==> src/rtl/branch_predictor.sv <==
// Bimodal branch predictor: a table of 2-bit saturating counters with a registered lookup,
// a registered mispredict pulse and a saturating mispredict count.
// Optional gshare indexing is enabled with the macro BRANCH_PREDICTOR_GSHARE_EN.
module branch_predictor #(
  parameter int unsigned WordSize  = 32,
  parameter int unsigned IndexBits = 4
) (
  input  logic                clk,
  input  logic                rstn,
  input  logic                fetch_valid,
  input  logic [WordSize-1:0] fetch_pc,
  output logic                pred_valid,
  output logic                pred_taken,
  input  logic                resolve_valid,
  input  logic [WordSize-1:0] resolve_pc,
  input  logic [1:0]          resolve_cond,
  input  logic                resolve_taken,
  input  logic                resolve_pred,
  output logic                mispredict,
  output logic [15:0]         mispredict_count
);

  localparam int unsigned Entries = 1 << IndexBits;

  localparam logic [1:0] CondNone = 2'd0;
  localparam logic [1:0] CondAlu  = 2'd1;
  localparam logic [1:0] CondNalu = 2'd2;
  localparam logic [1:0] CondJump = 2'd3;

  logic [1:0]           ctr_q [Entries];
  logic [IndexBits-1:0] fetch_idx;
  logic [IndexBits-1:0] resolve_idx;
  logic                 pred_valid_q;
  logic                 pred_taken_q;
  logic                 mispredict_q;
  logic [15:0]          count_q;

  logic                 do_update;
  logic                 mispredict_d;
  logic [1:0]           ctr_cur;
  logic [1:0]           ctr_next;

  // Only the index bits of each PC feed the table.
  logic unused_pc_bits;
  assign unused_pc_bits = ^{fetch_pc[WordSize-1:IndexBits+2], fetch_pc[1:0],
                            resolve_pc[WordSize-1:IndexBits+2], resolve_pc[1:0]};

  assign do_update = resolve_valid &&
                     ((resolve_cond == CondAlu) || (resolve_cond == CondNalu));

`ifdef BRANCH_PREDICTOR_GSHARE_EN
  logic [IndexBits-1:0] hist_q;

  always_ff @(posedge clk or negedge rstn) begin
    if (!rstn) begin
      hist_q <= '0;
    end else if (do_update) begin
      hist_q <= IndexBits'({hist_q, resolve_taken});
    end
  end

  // Both indices use the history as it stood before this edge's shift.
  assign fetch_idx   = fetch_pc[IndexBits+1:2] ^ hist_q;
  assign resolve_idx = resolve_pc[IndexBits+1:2] ^ hist_q;
`else
  assign fetch_idx   = fetch_pc[IndexBits+1:2];
  assign resolve_idx = resolve_pc[IndexBits+1:2];
`endif

  assign ctr_cur = ctr_q[resolve_idx];

  always_comb begin
    ctr_next = ctr_cur;
    if (resolve_taken) begin
      if (ctr_cur != 2'd3) ctr_next = ctr_cur + 2'd1;
    end else begin
      if (ctr_cur != 2'd0) ctr_next = ctr_cur - 2'd1;
    end
  end

  always_comb begin
    mispredict_d = 1'b0;
    if (resolve_valid) begin
      case (resolve_cond)
        CondAlu, CondNalu: mispredict_d = (resolve_taken != resolve_pred);
        CondJump:          mispredict_d = !resolve_pred;
        CondNone:          mispredict_d = 1'b0;
        default:           mispredict_d = 1'b0;
      endcase
    end
  end

  always_ff @(posedge clk or negedge rstn) begin
    if (!rstn) begin
      for (int unsigned i = 0; i < Entries; i++) begin
        ctr_q[i] <= 2'd1;
      end
    end else if (do_update) begin
      ctr_q[resolve_idx] <= ctr_next;
    end
  end

  // Lookup reads the pre-update counter when fetch and resolve collide.
  always_ff @(posedge clk or negedge rstn) begin
    if (!rstn) begin
      pred_valid_q <= 1'b0;
      pred_taken_q <= 1'b0;
    end else begin
      pred_valid_q <= fetch_valid;
      if (fetch_valid) pred_taken_q <= ctr_q[fetch_idx][1];
    end
  end

  always_ff @(posedge clk or negedge rstn) begin
    if (!rstn) begin
      mispredict_q <= 1'b0;
      count_q      <= 16'd0;
    end else begin
      mispredict_q <= mispredict_d;
      if (mispredict_d && (count_q != 16'hFFFF)) count_q <= count_q + 16'd1;
    end
  end

  assign pred_valid       = pred_valid_q;
  assign pred_taken       = pred_taken_q;
  assign mispredict       = mispredict_q;
  assign mispredict_count = count_q;

endmodule

==> config.mk <==
export PLATFORM = sky130hd
export DESIGN_NAME = branch_predictor
export DESIGN_NICKNAME = d
export VERILOG_FILES = /design/src/rtl/branch_predictor.sv
export SDC_FILE = /design/constraint.sdc
export NUM_CORES = 1
export LEC_CHECK = 0
export CAP_MARGIN = 25
export CORE_ASPECT_RATIO = 1.1
export CORE_MARGIN = 8
export CORE_UTILIZATION = 41
export CTS_CLUSTER_DIAMETER = 60
export CTS_CLUSTER_SIZE = 28
export DETAILED_ROUTE_END_ITERATION = 12
export GPL_TIMING_DRIVEN = 0
export MAX_ROUTING_LAYER = met4
export PLACE_DENSITY = 0.77
export SLEW_MARGIN = 20
export SYNTH_ARGS = -nofsm -noshare
export SYNTH_HDL_FRONTEND = slang
export SYNTH_SLANG_ARGS = --single-unit
==> constraint.sdc <==
create_clock -name clk -period 1.9 [get_ports clk]
set_clock_uncertainty 0.05 [all_clocks]
set_input_delay 0.475 -clock clk [delete_from_list [all_inputs] [get_ports clk]]
set_output_delay 0.475 -clock clk [all_outputs]
set_load 0.1 [all_outputs]
### After elaboration in Yosys (flattened, before gate mapping)

Cells that the tools add are included.
W data, S select, Z words.

* register bits after elaboration: 51
* output and inout port bits: 19
* input port bits: 72
* word-level logic and storage cells: 56

* reduce and logical (&&, ||, !) cells: 8
* equality and inequality tests: 6
* add/subtract/negate cells: 3
* multiplexer cells: 14
* bitwise logic cells: 2
* $lt $le $gt $ge: 3

Operators by type and width (count)
* $bwmux W32: 1
* $add A16 B1 Y16 const B: 1
* $bmux W2 S4: 2
* $mux W2: 8
* $ne A16 B16 Y1 const B: 1
* $ge A5 B5 Y1 const B: 2
* $not A4 Y5: 2
* $demux W2 S4: 1
* $lt A5 B1 Y1 const B: 1
* $eq A2 B2 Y1 const B: 2
* $logic_and A1 B1 Y1: 3
* $pmux W1 S3: 1
* $add A2 B1 Y2 const B: 1
* $eq A2 B1 Y1 const B: 1
* $logic_not A2 Y1: 1
* $ne A2 B2 Y1 const B: 1
* $reduce_bool A2 Y1: 1
* $reduce_or A2 Y1: 1
* $sub A2 B1 Y2 const B: 1
* $logic_not A1 Y1: 1
* $logic_or A1 B1 Y1: 1
* $mux W1: 1
* $ne A1 B1 Y1: 1

### Depth between registers and ports, before layout

* depth in word-level cells: 8
* depth in mapped cells: 7
* gate-level depth less buffers: 6

### Worst setup path before layout

Ideal clock, no wire load.

* kind: register to register
* from: register count_q[0], in the netlist mispredict_count[0]
* to: register count_q[1], in the netlist mispredict_count[1]
* library setup time: 0.126 ns
* buffers on the path: 0
* arrival: 2.482 ns
* clock period less this slack: 2.658 ns
* slack: -0.758 ns
* required time: 1.724 ns
* stages on the path, launching flop included: 7
* cell sequence: dfrtp_1 -> ha_1 -> nand3_1 -> nor3_1 -> nand2_1 -> nand2_1 -> mux2_2

* longest elaborated chain between the ends: 2
* elaborated cells on any way between the ends: 3
* those cells by class: add/sub (1); eq/ne (1); reduce/logical (1)

Ends and longest elaborated chain
* start, declared: RTL line 36 `logic [15:0] count_q;`
* start signal, assigned: RTL line 120 `if (mispredict_d && (count_q != 16'hFFFF)) count_q <= count_q + 16'd1;`
* parallel branches: the longest is 2 deep, another holds $add A16 B1 Y16

Parallel ways; which one is timed is not known.
A chain may end at the register's enable or synchronous reset.

### Worst setup path in the final report

* from: register ctr_q[3] in the netlist's numbering
* to: register ctr_q[18] in the netlist's numbering

* longest elaborated chain between the ends: 7
* elaborated cells on any way between the ends: 9
* those cells by class: eq/ne (1); mux (7); reduce/logical (1)

Ends and longest elaborated chain
* start, declared: RTL line 30 `logic [1:0] ctr_q [Entries];`
* start signal, assigned by index: RTL line 99 `ctr_q[resolve_idx] <= ctr_next;`
* $bmux W2 S4 (*): RTL line 70 `assign ctr_cur = ctr_q[resolve_idx];`
* $mux W2 (implied by the code) (*) (2 in a row): RTL line 70
* $ne A2 B2 Y1 or $reduce_bool A2 Y1 (tied branches): RTL line 75, 77
* $mux W2 (on tied branches): RTL line 75, 77
* $mux W2 (*): RTL line 74 `if (resolve_taken) begin`
* $bwmux W32 (*): RTL line 99

Mark *: on every way between the ends. The rest lies on a longest branch, timed or not. The select of a mux whose other input is x is not followed.

==> impl_metrics.tcl <==
set metrics [dict create \
    powerDensity_mw_per_mm2 1046 \
    synth_nets 298 \
    ant_nets 0 \
    syn_inst 224 \
    rows 30 \
    die_width_um 91.86 \
    criticalPathCategory "reg2reg" \
    p_leak_uw 0.001423 \
    dp.final_hpwl_mm 4.163 \
    area_growth_syn_to_layout_pct 37.42 \
    worstSetupStartpointType "flip-flop" \
    cts_root_buffer "clkbuf_8" \
    grt_usage_pct 13.42 \
    vias 1983 \
    dr_wl_met3_um 349 \
    yosysTopAreaCell "dfrtp_1" \
    syn_avg_cell_area_um2 11.58 \
    io_buffers 31 \
    remaining_drc_errors 0 \
    tightestPinTransition_ns 0.6252 \
    clk_path_buf_depth 2 \
    synth_common_cells "dfrtp_1, nand2_1, mux2_2" \
    die_h_um 99.44 \
    initial_utilization_pct 42.15 \
    rrSetupSlack_ns 0.04 \
    rr_startpoint "ctr_q[3]" \
    route.met2.wl_mm 2.954 \
    r2r_cells 5 \
    core-area_mm2 0.006156 \
    multi_input_area_mm2 0.001489 \
    grt_first_pass_wirelength_mm 9.687 \
    synth-seq-cells 51 \
    antenna_found_initial 0 \
    synth_top_area_share_pct 33.75 \
    io_pins 91 \
    hold_class "in2async" \
    n_fill_cell 511 \
    grt_overflow_total 0 \
    peakVddDrop_mv 0.8322 \
    mappedNetlistArea_mm2 0.002595 \
    cts_max_level 2 \
    ys.warnings.count 0 \
    cts_tree "built" \
    crit_arrival_ns 2.05 \
    clkPwrFrac_pct 23.7 \
    grt_pass1_vias 1974 \
    grt_max_degree 29 \
    clk_latency_ns 0.31 \
    clkSinkCount 51 \
    net-switching-power_uw 1333 \
    hold_buffers 0 \
    p_int_uw 2396 \
    synthTopCellsByArea "dfrtp_1, dfstp_2, mux4_2" \
    rsz0062_at_grt "yes" \
    endpoint_kind "flip-flop" \
    diodes 0 \
    period_needed_ns 1.865 \
    finalCritPeriodShare_pct 98.13 \
    nets 350 \
    layout_setup_ws_ns 0.03546 \
    register_area_mm2 0.001334 \
    fmax_mhz 536.3 \
    hold_viol 0 \
    cp_max_fo 6 \
    path_clk_slew_ns 0.09 \
    synth_edf_count 0 \
    cts_made_buffers 5 \
    place.gp.congestion 0.8701 \
    p_comb_share_pct 34.0 \
    cap_violations 0 \
    synth.yosys.seq_area_share_pct 49.95 \
    power_switching_share_pct 35.75 \
    highest_layer "met4" \
    drt_iter0_markers 151 \
    drt-vias-per-instance 5.555 \
    final_layout_size_suffix_gt1_share_pct 51.99 \
    drt-total-wl_mm 6.138 \
    cp_data_required_time_ns 2.09 \
    die_area_mm2 0.009134 \
    wl_per_cell_um 17.19 \
    status "complete, no violations" \
    fin_tns_setup_ns 0 \
    pre_cts_ws_ns -0.8177 \
    drt_first_pass_iters 4 \
    synthArstFlopShare_pct 100.0 \
    ys.flop_type "dfrtp_1" \
    max-slew-margin-rel_pct 58.32 \
    p_seq_share_pct 42.3 \
    whs_ns 0.09674 \
    wl_met1_mm 2.759 \
    drv_slew 0 \
    r2r_end "ctr_q[18]" \
    yosysUniqueCellTypes 34 \
    setup_violations 0 \
]
flip-flops by register name, indices dropped and copies added (netlist names):
signal and flops:
mispredict 1, mispredict_count 16, ctr_q 32, pred_valid 1, pred_taken 1
repair_timing:
action / 4_1_cts / 5_1_grt
setup endpoints to repair: 68 / 31
resized for setup: 82 / 29
setup buffers: 2 / 12
pin swaps: 6 / 12
power groups by stage:
stage               Sequential, uW  Combinational, uW  Clock [uW]
global route                  1600               1350         942
CTS                           1560               1200         897
detailed placement            1580               1190           0
global placement              1570               1160           0
floorplan                     1960                493           0
finish                        1580               1270         885
kinds of logic (layout without fill, tap and decap cells):
| family | count (synthesis) | count (layout) | share of synthesized area [%] |
|---|---|---|---|
| buffers and inverters | 11 | 64 | 2.025 |
| flip-flops | 51 | 51 | 49.95 |
| XOR/XNOR | 14 | 14 | 4.725 |
| adder cells (fa/ha/maj) | 2 | 2 | 0.9642 |
| multiplexers | 37 | 37 | 21.26 |
| AO/OA/AOI/OAI | 25 | 25 | 5.738 |
| AND/OR/NAND/NOR | 84 | 84 | 15.33 |
worst max path at each step:
stage               startpoint                   end  cells past startpoint
6_report              ctr_q[3]             ctr_q[18]                      5
3_5_place_dp     resolve_pc[3]             ctr_q[11]                      7
3_3_place_gp              rstn  mispredict_count[10]                      1
5_1_grt        resolve_cond[0]  mispredict_count[13]                      8
2_1_floorplan    resolve_pc[3]             ctr_q[26]                      6
4_1_cts              ctr_q[17]              ctr_q[3]                      5
cell type report:
| cell class | instances | share of cell area (%) |
|---|---|---|
| Multi-Input combinational cell | 162 | 41.75 |
| Sequential cell | 51 | 37.40 |
| Timing Repair Buffer | 46 | 12.70 |
| Tap cell | 80 | 2.807 |
| Clock buffer | 6 | 2.035 |
| Clock inverter | 2 | 1.684 |
| Buffer | 5 | 1.088 |
| Inverter | 5 | 0.5263 |
cell usage in the layout (no fill, tap or decap), types with 7 or more instances in the layout:
cell type / count
mux4_2: 12
dfrtp_4: 7
nand2_1: 32
dfstp_2: 16
dfrtp_1: 19
nand3_1: 12
buf_4: 13
o21ai_0: 16
xnor2_1: 9
mux2_2: 14
clkdlybuf4s15_2: 19
dfrtp_2: 9
per-stage QoR:
stage,total power [uW],util (%),instances,instance area [um^2]
global placement,2729,50.69,335,3120
detailed placement,2772,50.93,336,3136
CTS,3659,54.86,345,3377
finish,3729,57.93,357,3566
global route,3893,57.93,357,3566
floorplan,2449,-,224,2710
critical path, stage by stage, from the launching register on:
cell and delay [ns]:
dfrtp_1 0.41, mux4_2 0.48, mux2_4 0.32, a21oi_4 0.20
nor2_4 0.07, mux2_2 0.26
per-layer routing:
layer | vias to the layer above | GRT usage, %
li1 | 910 | -
met1 | 1000 | 16.72
met2 | 67 | 20.54
met3 | 6 | 4.220
met4 | 0 | 3.722
met5 | - | -
No activity file was read; power rests on OpenSTA's default activity.
